File: config.mk
export PLATFORM = sky130hd
export DESIGN_NAME = noise_sampler_stream
export DESIGN_NICKNAME = d
export VERILOG_FILES = /design/src/rtl/noise_sampler_stream.sv
export SDC_FILE = /design/constraint.sdc
export NUM_CORES = 1
export LEC_CHECK = 0
export ABC_AREA = 1
export CAP_MARGIN = 40
export CORE_ASPECT_RATIO = 0.8
export CORE_MARGIN = 10
export CORE_UTILIZATION = 60
export DETAILED_ROUTE_END_ITERATION = 16
export MAX_ROUTING_LAYER = met4
export PLACE_DENSITY_LB_ADDON = 0.08
export SLEW_MARGIN = 5
export SYNTH_ARGS = -nofsm -noshare
export SYNTH_HDL_FRONTEND = slang
export SYNTH_SLANG_ARGS = --single-unit
File: constraint.sdc
create_clock -name clk_i -period 3.5 [get_ports clk_i]
set_input_delay 0.525 -clock clk_i [delete_from_list [all_inputs] [get_ports clk_i]]
set_output_delay 0.525 -clock clk_i [all_outputs]
set_load 0.1 [all_outputs]
File: src/rtl/noise_sampler_stream.sv
// Streams a burst of samples from an on-chip noise table over a valid/ready port.
// Supports strided wrapping addresses, a 2-entry output FIFO, abort, and a centered output mode.
module noise_sampler_stream #(
  parameter int DATA_W = 8,
  parameter int DEPTH  = 8,
  parameter int ADDR_W = $clog2(DEPTH),
  parameter int OUT_W  = 16,
  parameter int CNT_W  = 16
) (
  input  logic              clk_i,
  input  logic              reset_i,
  input  logic              wr_en_i,
  input  logic [ADDR_W-1:0] wr_addr_i,
  input  logic [DATA_W-1:0] wr_data_i,
  input  logic              start_i,
  input  logic [ADDR_W-1:0] start_addr_i,
  input  logic [ADDR_W-1:0] stride_i,
  input  logic [CNT_W-1:0]  burst_len_i,
  input  logic              centered_i,
  input  logic              abort_i,
  output logic              busy_o,
  output logic              out_valid_o,
  input  logic              out_ready_i,
  output logic [OUT_W-1:0]  out_data_o,
  output logic              out_last_o,
  output logic              done_o
);

  typedef enum logic [1:0] {IDLE, STREAM, DONE} state_e;

  localparam logic [ADDR_W:0]  DepthW = (ADDR_W+1)'(DEPTH);
  localparam logic [CNT_W-1:0] CntOne = CNT_W'(1);

  logic [DATA_W-1:0] sampleMem_q [DEPTH];

  state_e            state_q;
  logic [ADDR_W-1:0] addr_q;
  logic [ADDR_W-1:0] stride_q;
  logic [CNT_W-1:0]  burstLen_q;
  logic [CNT_W-1:0]  issued_q;
  logic              centered_q;
  logic              rdPend_q;
  logic              rdLast_q;
  logic [DATA_W-1:0] rdData_q;
  logic [OUT_W-1:0]  fifoData_q [2];
  logic [1:0]        fifoLast_q;
  logic [1:0]        fifoCnt_q;
  logic              busy_q;
  logic              done_q;

  logic              pop;
  logic              issue;
  logic              memWr;
  logic              pushSlot;
  logic [1:0]        inflight;
  logic [ADDR_W:0]   addrSum;
  logic [ADDR_W-1:0] addr_d;
  logic [OUT_W-1:0]  sample_d;

  assign out_valid_o = (fifoCnt_q != 2'd0);
  assign out_data_o  = fifoData_q[0];
  assign out_last_o  = fifoLast_q[0];
  assign busy_o      = busy_q;
  assign done_o      = done_q;

  assign pop      = out_valid_o && out_ready_i;
  assign inflight = {1'b0, rdPend_q} + fifoCnt_q - {1'b0, pop};
  assign issue    = (state_q == STREAM) && !abort_i && (issued_q < burstLen_q) && (inflight < 2'd2);
  assign pushSlot = ((fifoCnt_q - {1'b0, pop}) != 2'd0);
  assign memWr    = wr_en_i && !busy_q && ({1'b0, wr_addr_i} < DepthW);

  // Stride is below DEPTH, so one conditional subtract keeps the address in range.
  assign addrSum = {1'b0, addr_q} + {1'b0, stride_q};
  assign addr_d  = (addrSum >= DepthW) ? ADDR_W'(addrSum - DepthW) : addrSum[ADDR_W-1:0];

  // Centered mode subtracts 2^(DATA_W-1): flipping the MSB then sign-extending.
  assign sample_d = centered_q
                  ? {{(OUT_W-DATA_W){~rdData_q[DATA_W-1]}}, ~rdData_q[DATA_W-1], rdData_q[DATA_W-2:0]}
                  : {{(OUT_W-DATA_W){1'b0}}, rdData_q};

  always_ff @(posedge clk_i) begin
    if (memWr) sampleMem_q[wr_addr_i] <= wr_data_i;
  end

  always_ff @(posedge clk_i) begin
    if (reset_i) begin
      state_q       <= IDLE;
      addr_q        <= '0;
      stride_q      <= '0;
      burstLen_q    <= '0;
      issued_q      <= '0;
      centered_q    <= 1'b0;
      rdPend_q      <= 1'b0;
      rdLast_q      <= 1'b0;
      rdData_q      <= '0;
      fifoData_q[0] <= '0;
      fifoData_q[1] <= '0;
      fifoLast_q    <= '0;
      fifoCnt_q     <= '0;
      busy_q        <= 1'b0;
      done_q        <= 1'b0;
    end else begin
      done_q   <= 1'b0;
      rdPend_q <= issue;
      if (issue) begin
        rdData_q <= ({1'b0, addr_q} < DepthW) ? sampleMem_q[addr_q] : '0;
        rdLast_q <= (issued_q == burstLen_q - CntOne);
        addr_q   <= addr_d;
        issued_q <= issued_q + CntOne;
      end
      if (pop) begin
        fifoData_q[0] <= fifoData_q[1];
        fifoLast_q[0] <= fifoLast_q[1];
      end
      if (rdPend_q) begin
        fifoData_q[pushSlot] <= sample_d;
        fifoLast_q[pushSlot] <= rdLast_q;
      end
      fifoCnt_q <= fifoCnt_q + {1'b0, rdPend_q} - {1'b0, pop};

      case (state_q)
        IDLE: begin
          if (start_i && !abort_i) begin
            addr_q     <= start_addr_i;
            stride_q   <= stride_i;
            burstLen_q <= burst_len_i;
            centered_q <= centered_i;
            issued_q   <= '0;
            if (burst_len_i == '0) begin
              state_q <= DONE;
              done_q  <= 1'b1;
            end else begin
              state_q <= STREAM;
              busy_q  <= 1'b1;
            end
          end
        end
        STREAM: begin
          if (abort_i) begin
            state_q   <= IDLE;
            busy_q    <= 1'b0;
            rdPend_q  <= 1'b0;
            fifoCnt_q <= '0;
          end else if (pop && out_last_o) begin
            state_q <= DONE;
            busy_q  <= 1'b0;
            done_q  <= 1'b1;
          end
        end
        DONE:    state_q <= IDLE;
        default: state_q <= IDLE;
      endcase
    end
  end

endmodule

### Yosys cells after proc, flatten, opt, wreduce, memory -nomap -nowiden

Memories as Yosys holds them, arrays and structs flattened. A register that Yosys moved wholly into a read port is not among the register bits.
Index checks and enable logic that the tools add are counted.

* eq/ne operators: 5
* mux-type cells: 47
* multipliers: 0
* reductions and logical operators: 19
* magnitude comparators: 5
* shift operators: 0
* bitwise logic cells: 2
* add/subtract/negate cells: 7
* div/mod/pow operators: 0

Operators with widths (count)
* two-way mux 16 bit: 6
* two-way mux 1 bit: 26
* adder 16 x 1 -> 16 bit (second input constant): 1
* equality test 16 bit: 1
* zero test 16 bit: 1
* less-than comparator 16 bit: 1
* OR reduction 16 bit: 1
* subtractor 16 x 1 -> 16 bit (second input constant): 1
* two-way mux 2 bit: 6
* two-way mux 3 bit: 4
* logical AND 1 bit: 8
* nonzero test 2 bit: 3
* adder 3 x 3 -> 4 bit: 1
* >= comparator 4 bit (second input constant): 1
* inequality test 2 bit (second input constant): 2
* case mux 1 bit (2 select lines): 2
* case mux 2 bit (2 select lines): 1
* AND reduction 2 bit: 2
* AND reduction 4 bit: 1
* subtractor 2 x 1 -> 2 bit: 2
* inequality test 3 x 2 -> 1 bit (second input constant): 1
* subtractor 3 x 1 -> 3 bit (second input constant): 1
* adder 2 x 1 -> 2 bit: 1
* bitwise mux 2 bit: 1
* 9 further kinds: 10

* bits in read-only memories: 0
* logic and storage cells: 100
* bits in writable memories: 96
* latch bits: 0
* register bits: 49
* memories kept: 2
* output and inout port bits: 20
* bits of input ports: 40

Memories
* sampleMem_q: depth 8, bits a word 8, rd ports 1, clocked after Yosys merged registers in 1, wr ports 1, line 34 `logic [DATA_W-1:0] sampleMem_q [DEPTH];`
* fifoData_q: depth 2, bits a word 16, rd ports 2, clocked after Yosys merged registers in 0, wr ports 2, line 45 `logic [OUT_W-1:0] fifoData_q [2];`

### Longest topological paths before layout

Gate-level depths: netlist (run 1).

* word-level depth: 10
* mapped depth: 14
* depth with buffers taken out: 14

### Least setup slack after synthesis (run 1)

No wires, ideal clock.

* path kind: input port to flip-flop
* from: input out_ready_i
* to: register rdData_q[4], read port of sampleMem_q
* path buffers: 2
* stages: 12
* data arrival time: 2073 ps
* required time: 3384 ps
* library setup time: 116 ps
* slack: 1311 ps
* path through: o21a_1 > ha_1 > inv_1 > ha_1 > xor2_1 > nand3_1 > nor2_2 > nand2_2 > buf_6 > buf_6 > a21oi_2 > nor2_1

* cells in the longest elaborated chain, start to end: 4

RTL lines
* from (decl): line 23 `input logic out_ready_i,`
* logical AND 1 bit: line 66 `assign pop = out_valid_o && out_ready_i;`
* subtractor 2 x 1 -> 2 bit: line 67 `assign inflight = {1'b0, rdPend_q} + fifoCnt_q - {1'b0, pop};`
* less-than comparator 2 bit: line 68 `assign issue = (state_q == STREAM) && !abort_i && (issued_q < burstLen_q) && (inflight < 2'd2);`
* logical AND 1 bit: line 68
* to (decl): line 44 `logic [DATA_W-1:0] rdData_q;`

Every way passes these cells.
A chain may end at the register's enable or synchronous reset.

### Final worst setup path (run 1)

* from: input out_ready_i
* to: register addr_q[1]

* cells in the longest elaborated chain, start to end: 7

RTL lines
* logical AND 1 bit (*): line 66
* subtractor 2 x 1 -> 2 bit (*): line 67
* less-than comparator 2 bit (*): line 68
* logical AND 1 bit (*): line 68
* two-way mux 3 bit (*): line 105 `if (issue) begin`
* two-way mux 3 bit: line 123 `if (start_i && !abort_i) begin`
* two-way mux 3 bit (*): line 121 `case (state_q)`
* to (signal assigned): line 108 `addr_q <= addr_d;`
* to (signal assigned): line 124 `addr_q <= start_addr_i;`
* to (decl): line 37 `logic [ADDR_W-1:0] addr_q;`

Mark *: on every way between the ends. The rest lies on a longest branch, timed or not.

==> results of run 1 <==
==> layout make-up <==
| class | count | area [µm²] |
|---|---|---|
| flip-flops and latches | 139 | 3603 |
| multi-input cells | 485 | 2587 |
| fillers | 727 | 2534 |
| repair buffers | 96 | 1018 |
| clock buffers | 17 | 425.4 |
| inverters | 106 | 397.9 |
| clock inverters | 15 | 186.4 |
| well taps | 144 | 180.2 |
==> worst min path at each step <==
stage | end | cells after the start
after floorplan | fifoLast_q[1] | 2
after global placement | fifoLast_q[1] | 2
after global routing | fifoLast_q[1] | 2
final | busy_o | 2
after CTS | busy_o | 2
after detailed placement | busy_o | 2
==> logic make-up after synthesis <==
logic type | count (synthesis)
simple gates | 300
compound gates | 134
buf+inv | 137
xor+xnor | 28
flops | 139
fa+ha+maj | 23
==> metal layers <==
| layer | vias up | global-route usage [%] | share of wire (%) |
|---|---|---|---|
| li1 | 2717 | - | - |
| met1 | 2661 | 29.41 | 43 |
| met2 | 271 | 34.80 | 46 |
| met3 | 26 | 5.027 | 9.7 |
| met4 | 0 | 7.634 | 1.3 |
| met5 | - | - | 0 |
==> flip-flops by register name, summed over array words and instances, names as in the netlist, 2 cells and up <==
name / cells
addr_q: 3
burstLen_q: 16
fifoCnt_q: 2
fifoData_q: 18
fifoLast_q: 2
issued_q: 16
rdData_q: 8
sampleMem_q: 64
state_q: 2
stride_q: 3
==> power groups by stage <==
stage          combinational (µW)  clock [µW]  sequential, µW
3_5_place_dp                  775           0            1870
4_1_cts                       786        1880            1830
2_1_floorplan                 406           0            1950
5_1_grt                       847        1950            1840
6_report                      789        1870            1830
3_3_place_gp                  668           0            1860
==> through the flow <==
stage | total power [µW] | hold slack [ns] | area, µm²
2_1_floorplan | 2355 | 0.4489 | 6761
4_1_cts | 4494 | 0.4787 | 8399
3_5_place_dp | 2641 | 0.4706 | 7787
5_1_grt | 4635 | 0.4977 | 8399
6_report | 4495 | 0.4819 | 8399
3_3_place_gp | 2530 | 0.4648 | 7480
==> cell usage in the layout, fill, tap and decap left out, types with 20 or more instances in the layout <==
master	count
sky130_fd_sc_hd__inv_1	104
sky130_fd_sc_hd__o21ai_0	52
sky130_fd_sc_hd__a21oi_1	25
sky130_fd_sc_hd__nand2_1	136
sky130_fd_sc_hd__dfxtp_1	57
sky130_fd_sc_hd__o22ai_1	22
sky130_fd_sc_hd__nand3_1	38
sky130_fd_sc_hd__clkdlybuf4s50_1	59
sky130_fd_sc_hd__ha_1	22
sky130_fd_sc_hd__buf_8	20
sky130_fd_sc_hd__nor2_1	106
sky130_fd_sc_hd__edfxtp_1	82
==> worst max-delay path: stages <==
cell	delay (ns)
sky130_fd_sc_hd__clkdlybuf4s50_1	0.47
sky130_fd_sc_hd__o21a_1	0.21
sky130_fd_sc_hd__ha_1	0.30
sky130_fd_sc_hd__inv_1	0.08
sky130_fd_sc_hd__ha_1	0.15
sky130_fd_sc_hd__xor2_1	0.22
sky130_fd_sc_hd__nand3_1	0.16
sky130_fd_sc_hd__nor2_2	0.19
sky130_fd_sc_hd__nand2_2	0.19
sky130_fd_sc_hd__inv_2	0.40
sky130_fd_sc_hd__nand2_1	0.12
sky130_fd_sc_hd__nand3_1	0.11
sky130_fd_sc_hd__nand2_1	0.07
==> report_table.html, run 1 <==
<table>
<tr><th>Metric</th><th>Value</th></tr>
<tr><th colspan="2">Synthesis</th></tr>
<tr><td>Cell count after synthesis</td><td>761</td></tr>
<tr><td>Share of Yosys cell area claimed by the top area cell type</td><td>36.42%</td></tr>
<tr><td>Synthesized-area fraction occupied by adder cells</td><td>4.367%</td></tr>
<tr><td>Xor/xnor share of the synthesized area</td><td>3.738%</td></tr>
<tr><td>Syn Nets</td><td>824</td></tr>
<tr><td>Cell area after synthesis</td><td>6761 µm²</td></tr>
<tr><td>Number of enable-type register cells in the synthesized netlist</td><td>82</td></tr>
<tr><td>Most repeated cell in the gate-level netlist after synthesis</td><td>sky130_fd_sc_hd__nand2_1</td></tr>
<tr><td>Synth Area in Simple Gates</td><td>18.10%</td></tr>
<tr><td>Top flip-flop cell by instance count after synthesis</td><td>sky130_fd_sc_hd__edfxtp_1</td></tr>
<tr><td>Mux contribution to synthesized area</td><td>0%</td></tr>
<tr><td>Number of warnings reported in the yosys synthesis log</td><td>0</td></tr>
<tr><td>Post-synthesis compound-gate area fraction</td><td>12.07%</td></tr>
<tr><td>Fraction of synthesis flops using an asynchronous set or reset pin</td><td>0%</td></tr>
<tr><td>Share of the yosys chip area belonging to registers</td><td>53.29%</td></tr>
<tr><td>Average size of a mapped cell</td><td>8.885 µm²</td></tr>
<tr><td>Total of flip-flops plus latches after synthesis</td><td>139</td></tr>
<tr><td>Cell variety after synth</td><td>33</td></tr>
<tr><td>Cell taking the most area after synthesis</td><td>sky130_fd_sc_hd__edfxtp_1</td></tr>
<tr><td>Commonest cells in the netlist</td><td>sky130_fd_sc_hd__nand2_1, sky130_fd_sc_hd__nor2_1, sky130_fd_sc_hd__inv_1</td></tr>
<tr><td>Leading cell types by total area after synthesis</td><td>sky130_fd_sc_hd__edfxtp_1, sky130_fd_sc_hd__dfxtp_1, sky130_fd_sc_hd__nand2_1</td></tr>
<tr><td>Dominant combinational cell family by area after synthesis</td><td>simple AND/OR/NAND/NOR gates</td></tr>
<tr><th colspan="2">GRT</th></tr>
<tr><td>Wire length of the first global-routing pass</td><td>28,060 µm</td></tr>
<tr><td>Overflow left after global routing</td><td>0</td></tr>
<tr><td>Maximum number of pins on one net before global-route repair</td><td>27</td></tr>
<tr><td>Number of antenna violations at the first check in global routing</td><td>0</td></tr>
<tr><td>Number of global-route vias before repair</td><td>5,475</td></tr>
<tr><td>Tot GR Track Use</td><td>22.69%</td></tr>
<tr><th colspan="2">Pwr</th></tr>
<tr><td>Sequential fraction of design power</td><td>40.8%</td></tr>
<tr><td>Logic gate share of total power</td><td>17.6%</td></tr>
<tr><td>Switching Share</td><td>28.74%</td></tr>
<tr><td>Clk pwr share</td><td>41.7%</td></tr>
<tr><td>Power Internal</td><td>3203 µW</td></tr>
<tr><td>VDD IR max</td><td>0.0003975 V</td></tr>
<tr><td>Pleak</td><td>0.003421 µW</td></tr>
<tr><td>Power per cell area</td><td>535.2 nW/µm²</td></tr>
<tr><td>Switching power total</td><td>1292 µW</td></tr>
<tr><th colspan="2">Worst setup path</th></tr>
<tr><td>Element type at the critical path start</td><td>primary input</td></tr>
<tr><td>End point of the critical path</td><td>addr_q[1]</td></tr>
<tr><td>Crit Path Category</td><td>primary input to flip-flop</td></tr>
<tr><td>Setup crit start</td><td>out_ready_i</td></tr>
<tr><td>Reg-to-Reg Start</td><td>fifoCnt_q[1]</td></tr>
<tr><td>CP Max Fanout</td><td>26</td></tr>
<tr><td>Crit end category</td><td>flip-flop</td></tr>
<tr><td>Number of cells on the worst reg-to-reg path</td><td>12</td></tr>
<tr><td>Reg2reg end</td><td>addr_q[1]</td></tr>
<tr><td>Crit path required time</td><td>3.80 ns</td></tr>
<tr><td>Arrival @ worst endpoint</td><td>3.20 ns</td></tr>
<tr><td>Register-to-register path setup slack</td><td>0.70 ns</td></tr>
<tr><th colspan="2">Final layout</th></tr>
<tr><td>Final core utilization</td><td>76.83%</td></tr>
<tr><td>Final cell count without fillers</td><td>1,002</td></tr>
<tr><td>Fraction of layout instances using a drive strength above 1</td><td>9.674%</td></tr>
<tr><td>Post-synthesis to final-layout area growth</td><td>24.22%</td></tr>
<tr><td>Net total in the final layout</td><td>908</td></tr>
<tr><td>Antenna diode count</td><td>0</td></tr>
<tr><th colspan="2">CTS</th></tr>
<tr><td>CTS sink cnt</td><td>139</td></tr>
<tr><td>Number of buffers inserted by post-CTS setup repair</td><td>0</td></tr>
<tr><td>Deepest clock path buffer count</td><td>2</td></tr>
<tr><td>Quantity of hold-fixing buffers added after cts</td><td>0</td></tr>
<tr><td>Clock slew at the register clock pins of the worst setup and hold paths</td><td>0.06 ns</td></tr>
<tr><td>Number of CTS-inserted buffers</td><td>17</td></tr>
<tr><td>CTS root buffer</td><td>sky130_fd_sc_hd__clkbuf_16</td></tr>
<tr><td>CTS resizes</td><td>0</td></tr>
<tr><td>Number of levels the H-tree was split into</td><td>4</td></tr>
<tr><td>Clock Latency Late Sink</td><td>0.42 ns</td></tr>
<tr><td>Clock tree from TritonCTS</td><td>done</td></tr>
<tr><th colspan="2">Route</th></tr>
<tr><td>Number of vias per cell after detailed routing</td><td>5.664</td></tr>
<tr><td>DRC violations left</td><td>0</td></tr>
<tr><td>Detail-routed net length per standard cell</td><td>17.83 µm</td></tr>
<tr><td>Initial DRC Count</td><td>531</td></tr>
<tr><td>Drt pass-1 iters</td><td>6</td></tr>
<tr><td>Total number of vias</td><td>5,675</td></tr>
<tr><td>Final ANT Viol Nets</td><td>0</td></tr>
<tr><td>Final WL</td><td>17,870 µm</td></tr>
<tr><th colspan="2">STA</th></tr>
<tr><td>Setup violations, final</td><td>0</td></tr>
<tr><td>Setup repair after global routing missed its margin</td><td>no</td></tr>
<tr><td>Transition at the pin with the smallest max-transition slack</td><td>0.9994 ns</td></tr>
<tr><td>Final clock skew</td><td>0.006297 ns</td></tr>
<tr><td>Share of the clock period used by the worst path</td><td>82.78%</td></tr>
<tr><td>Setup WS post-layout</td><td>0.6027 ns</td></tr>
<tr><td>Number of hold violations in the final report</td><td>0</td></tr>
<tr><td>Total count of max-transition violations in the final report</td><td>0</td></tr>
<tr><td>Clock period minus worst slack</td><td>2.897 ns</td></tr>
<tr><td>Worst slew margin</td><td>32.76%</td></tr>
<tr><td>Max Clk Rate</td><td>0.3451 GHz</td></tr>
<tr><td>Setup_tns</td><td>0 ns</td></tr>
<tr><th colspan="2">Hold path</th></tr>
<tr><td>Worst hold path class</td><td>flip-flop to flip-flop</td></tr>
<tr><td>Min-Delay Startpoint</td><td>busy_o</td></tr>
<tr><th colspan="2">Place</th></tr>
<tr><td>Count of placed standard cells including taps</td><td>970</td></tr>
<tr><td>Number of input and output port buffers inserted</td><td>59</td></tr>
<tr><td>Setup Slack @ Placement</td><td>0.3796 ns</td></tr>
<tr><td>Final RePlAce weighted congestion</td><td>0.9076</td></tr>
<tr><td>Hpwl dp</td><td>12,300 µm</td></tr>
<tr><th colspan="2">Floorplan</th></tr>
<tr><td>Width of the die</td><td>138.7 µm</td></tr>
<tr><td>Overall die height</td><td>115.0 µm</td></tr>
<tr><td>Initial Util</td><td>61.84%</td></tr>
<tr><td>Die area</td><td>15,940 µm²</td></tr>
<tr><td>I/O pin count</td><td>60</td></tr>
<tr><td>FP Rows</td><td>34</td></tr>
<tr><td>Core footprint</td><td>10,930 µm²</td></tr>
<tr><th colspan="2">Run status</th></tr>
<tr><td>Result of the run</td><td>finished clean</td></tr>
<tr><th colspan="2">Job</th></tr>
<tr><td>MaxCap Viol Count</td><td>0</td></tr>
</table>
Note: power is estimated with default switching activity, not from simulation.
==> run 2, diff against run 1 <==
--- a/config.mk
+++ b/config.mk
@@ -9,7 +9,7 @@
 export CAP_MARGIN = 40
 export CORE_ASPECT_RATIO = 0.8
 export CORE_MARGIN = 10
-export CORE_UTILIZATION = 60
+export CORE_UTILIZATION = 58
 export DETAILED_ROUTE_END_ITERATION = 16
 export MAX_ROUTING_LAYER = met4
 export PLACE_DENSITY_LB_ADDON = 0.08
==> constraint.sdc (replaced) <==
create_clock -name clk_i -period 3 [get_ports clk_i]
set_input_delay 0.45 -clock clk_i [delete_from_list [all_inputs] [get_ports clk_i]]
set_output_delay 0.45 -clock clk_i [all_outputs]
set_load 0.1 [all_outputs]
==> run 2 against run 1 <==
  * Non-clock buffer count decreased by 17
  * Critical path depth stayed put
  * Sequential power up 16%
  * Routed wire length shrank 4.8%
  * Global-route usage fell by 0.78 points
  * Worst setup slack got worse by 0.19 ns
  * Sequential cell count unchanged
  * Die area rose by 2.9%
  * Register-to-register slack lost 0.28 ns
  * Largest cell class unchanged
  * Largest power group unchanged
==> report_table.html, run 2 (synthesized netlist as in run 1, its figures left out) <==
<table>
<tr><th>Metric</th><th>Value</th></tr>
<tr><th colspan="2">Place</th></tr>
<tr><td>Hpwl dp</td><td>11,880 µm (was 12,300 µm)</td></tr>
<tr><td>Setup Slack @ Placement</td><td>0.09164 ns (was 0.3796 ns)</td></tr>
<tr><td>Number of input and output port buffers inserted</td><td>59 (unchanged)</td></tr>
<tr><td>Final RePlAce weighted congestion</td><td>0.9150 (was 0.9076)</td></tr>
<tr><th colspan="2">Pwr</th></tr>
<tr><td>PnR Total Power</td><td>5117 µW (was 4495 µW)</td></tr>
<tr><td>Switching power total</td><td>1467 µW (was 1292 µW)</td></tr>
<tr><td>Power Internal</td><td>3650 µW (was 3203 µW)</td></tr>
<tr><td>Switching Share</td><td>28.67% (was 28.74%)</td></tr>
<tr><td>Sequential fraction of design power</td><td>41.7% (was 40.8%)</td></tr>
<tr><td>Logic gate share of total power</td><td>15.8% (was 17.6%)</td></tr>
<tr><td>VDD IR max</td><td>0.0004685 V (was 0.0003975 V)</td></tr>
<tr><td>Pleak</td><td>0.003317 µW (was 0.003421 µW)</td></tr>
<tr><td>Clk pwr share</td><td>42.5% (was 41.7%)</td></tr>
<tr><td>Power per cell area</td><td>632.9 nW/µm² (was 535.2 nW/µm²)</td></tr>
<tr><th colspan="2">STA</th></tr>
<tr><td>Clock period minus worst slack</td><td>2.586 ns</td></tr>
<tr><td>Setup repair after global routing missed its margin</td><td>no (unchanged)</td></tr>
<tr><td>Share of the clock period used by the worst path</td><td>86.19%</td></tr>
<tr><td>Transition at the pin with the smallest max-transition slack</td><td>0.7015 ns (was 0.9994 ns)</td></tr>
<tr><td>Setup violations, final</td><td>0 (unchanged)</td></tr>
<tr><td>Worst slew margin</td><td>52.81% (was 32.76%)</td></tr>
<tr><td>Setup WS post-layout</td><td>0.4142 ns (was 0.6027 ns)</td></tr>
<tr><td>Number of hold violations in the final report</td><td>0 (unchanged)</td></tr>
<tr><td>Setup_tns</td><td>0 ns (unchanged)</td></tr>
<tr><td>Max Clk Rate</td><td>0.3867 GHz</td></tr>
<tr><td>Total count of max-transition violations in the final report</td><td>0 (unchanged)</td></tr>
<tr><td>Final clock skew</td><td>0.009911 ns (was 0.006297 ns)</td></tr>
<tr><th colspan="2">Worst setup path</th></tr>
<tr><td>Reg-to-Reg Start</td><td>fifoCnt_q[1] (unchanged)</td></tr>
<tr><td>Crit end category</td><td>flip-flop (unchanged)</td></tr>
<tr><td>Number of cells on the worst reg-to-reg path</td><td>12 (unchanged)</td></tr>
<tr><td>Setup crit start</td><td>out_ready_i (unchanged)</td></tr>
<tr><td>Register-to-register path setup slack</td><td>0.42 ns (was 0.70 ns)</td></tr>
<tr><td>Reg2reg end</td><td>addr_q[1] (unchanged)</td></tr>
<tr><td>Crit path required time</td><td>3.31 ns (was 3.80 ns)</td></tr>
<tr><td>Arrival @ worst endpoint</td><td>2.90 ns (was 3.20 ns)</td></tr>
<tr><td>Crit Path Category</td><td>primary input to flip-flop (unchanged)</td></tr>
<tr><td>Element type at the critical path start</td><td>primary input (unchanged)</td></tr>
<tr><td>CP Max Fanout</td><td>26 (unchanged)</td></tr>
<tr><th colspan="2">Final layout</th></tr>
<tr><td>Area of the multi-input gates</td><td>2587 µm² (unchanged)</td></tr>
<tr><td>Fill cell total of the finished layout</td><td>899 (was 727)</td></tr>
<tr><td>Net total in the final layout</td><td>891 (was 908)</td></tr>
<tr><td>Fraction of layout instances using a drive strength above 1</td><td>10.11% (was 9.674%)</td></tr>
<tr><td>Antenna diode count</td><td>0 (unchanged)</td></tr>
<tr><td>Commonest non-fill, non-tap cells in the layout</td><td>sky130_fd_sc_hd__nand2_1, sky130_fd_sc_hd__nor2_1, sky130_fd_sc_hd__inv_1 (unchanged)</td></tr>
<tr><td>Max FFs per register</td><td>64 (unchanged)</td></tr>
<tr><td>Registers with the highest flip-flop counts</td><td>sampleMem_q x64, fifoData_q x18 (unchanged)</td></tr>
<tr><td>Most common cell after layout, fill and taps aside</td><td>sky130_fd_sc_hd__nand2_1 (unchanged)</td></tr>
<tr><td>Post-synthesis to final-layout area growth</td><td>19.56% (was 24.22%)</td></tr>
<tr><td>Top register by number of flip-flops</td><td>sampleMem_q (unchanged)</td></tr>
<tr><td>Register Area</td><td>3603 µm² (unchanged)</td></tr>
<tr><th colspan="2">Route</th></tr>
<tr><td>DRC violations left</td><td>0 (unchanged)</td></tr>
<tr><td>Total number of vias</td><td>5,416 (was 5,675)</td></tr>
<tr><td>Drt pass-1 iters</td><td>6 (unchanged)</td></tr>
<tr><td>Number of vias per cell after detailed routing</td><td>5.476 (was 5.664)</td></tr>
<tr><td>Detail-routed net length per standard cell</td><td>17.19 µm (was 17.83 µm)</td></tr>
<tr><td>Initial DRC Count</td><td>477 (was 531)</td></tr>
<tr><td>Final ANT Viol Nets</td><td>0 (unchanged)</td></tr>
<tr><td>Final WL</td><td>17,000 µm (was 17,870 µm)</td></tr>
<tr><th colspan="2">CTS</th></tr>
<tr><td>Number of levels the H-tree was split into</td><td>4 (unchanged)</td></tr>
<tr><td>Number of CTS-inserted buffers</td><td>17 (unchanged)</td></tr>
<tr><td>Clock tree from TritonCTS</td><td>done (unchanged)</td></tr>
<tr><td>Clock slew at the register clock pins of the worst setup and hold paths</td><td>0.06 ns (about the same)</td></tr>
<tr><td>Deepest clock path buffer count</td><td>2 (unchanged)</td></tr>
<tr><td>CTS sink cnt</td><td>139 (unchanged)</td></tr>
<tr><td>Number of buffers inserted by post-CTS setup repair</td><td>0 (unchanged)</td></tr>
<tr><td>CTS resizes</td><td>0 (unchanged)</td></tr>
<tr><td>CTS root buffer</td><td>sky130_fd_sc_hd__clkbuf_16 (unchanged)</td></tr>
<tr><td>Quantity of hold-fixing buffers added after cts</td><td>0 (unchanged)</td></tr>
<tr><td>Clock Latency Late Sink</td><td>0.42 ns (about the same)</td></tr>
<tr><th colspan="2">Floorplan</th></tr>
<tr><td>Overall die height</td><td>116.6 µm (was 115.0 µm)</td></tr>
<tr><td>Core footprint</td><td>11,470 µm² (was 10,930 µm²)</td></tr>
<tr><td>Die area</td><td>16,400 µm² (was 15,940 µm²)</td></tr>
<tr><td>Width of the die</td><td>140.7 µm (was 138.7 µm)</td></tr>
<tr><td>I/O pin count</td><td>60 (unchanged)</td></tr>
<tr><td>Initial Util</td><td>58.93% (was 61.84%)</td></tr>
<tr><td>FP Rows</td><td>35 (was 34)</td></tr>
<tr><th colspan="2">GRT</th></tr>
<tr><td>Tot GR Track Use</td><td>21.91% (was 22.69%)</td></tr>
<tr><td>Number of global-route vias before repair</td><td>5,333 (was 5,475)</td></tr>
<tr><td>Wire length of the first global-routing pass</td><td>27,580 µm (was 28,060 µm)</td></tr>
<tr><td>Number of antenna violations at the first check in global routing</td><td>0 (unchanged)</td></tr>
<tr><td>Overflow left after global routing</td><td>0 (unchanged)</td></tr>
<tr><td>Maximum number of pins on one net before global-route repair</td><td>31 (was 27)</td></tr>
<tr><th colspan="2">Hold path</th></tr>
<tr><td>Worst hold path class</td><td>flip-flop to flip-flop (unchanged)</td></tr>
<tr><td>Min-Delay Startpoint</td><td>fifoLast_q[1] (was busy_o)</td></tr>
<tr><td>Worst hold endpoint</td><td>fifoLast_q[1] (was busy_o)</td></tr>
<tr><td>Depth of the worst hold-timing path</td><td>2 (unchanged)</td></tr>
<tr><th colspan="2">Job</th></tr>
<tr><td>MaxCap Viol Count</td><td>0 (unchanged)</td></tr>
<tr><th colspan="2">Run status</th></tr>
<tr><td>Result of the run</td><td>finished clean (unchanged)</td></tr>
</table>
## run 2: power groups by stage
stage	clock, µW	combinational (µW)	sequential (µW)
floorplan	0	474	2270
global placement	0	776	2170
detailed placement	0	791	2170
CTS	2190	803	2130
global route	2290	874	2140
finish	2180	807	2130
## run 2: final cells by class
type / instances / area share (%)
Timing Repair Buffer: 79 / 8.636
Clock buffer: 18 / 5.309
Clock inverter: 14 / 2.260
Inverter: 106 / 4.922
Sequential cell: 139 / 44.58
Tap cell: 148 / 2.291
Multi-Input combinational cell: 485 / 32.01
## run 2: worst max path at each step
| stage | endpoint | slack [ns] | depth (start not counted) |
|---|---|---|---|
| after global placement | addr_q[0] | 0.23 | 13 |
| after global routing | addr_q[1] | 0.22 | 12 |
| final | addr_q[1] | 0.41 | 13 |
| after floorplan | rdData_q[4] | 0.89 | 12 |
| after CTS | addr_q[1] | 0.42 | 12 |
| after detailed placement | addr_q[1] | 0.09 | 13 |
## run 2: critical path, stage by stage
cell and delay, ns:
sky130_fd_sc_hd__clkdlybuf4s50_1 0.46, sky130_fd_sc_hd__o21a_1 0.19, sky130_fd_sc_hd__ha_1 0.30, sky130_fd_sc_hd__inv_1 0.09, sky130_fd_sc_hd__ha_1 0.17, sky130_fd_sc_hd__xor2_1 0.19
sky130_fd_sc_hd__nand3_1 0.15, sky130_fd_sc_hd__nor2_2 0.18, sky130_fd_sc_hd__nand2_2 0.09, sky130_fd_sc_hd__inv_2 0.35, sky130_fd_sc_hd__nand2_1 0.14, sky130_fd_sc_hd__nand3_1 0.09
sky130_fd_sc_hd__nand2_1 0.05
## run 2: layer usage
metal / global-route usage, % / share of wire, %
met5: - / 0
met4: 7.692 / 1.4
met3: 6.583 / 9.1
met2: 31.66 / 43
met1: 28.74 / 46
## run 2: metrics by stage
step / hold WS (ns) / utilization [%] / instance area, µm² / instances
after floorplan: 0.4489 / - / 6761 / 761
after global placement: 0.4627 / 64.99 / 7457 / 956
after detailed placement: 0.4727 / 65.13 / 7472 / 957
after CTS: 0.4885 / 70.46 / 8084 / 989
after global routing: 0.5016 / 70.46 / 8084 / 989
final: 0.4940 / 70.46 / 8084 / 989
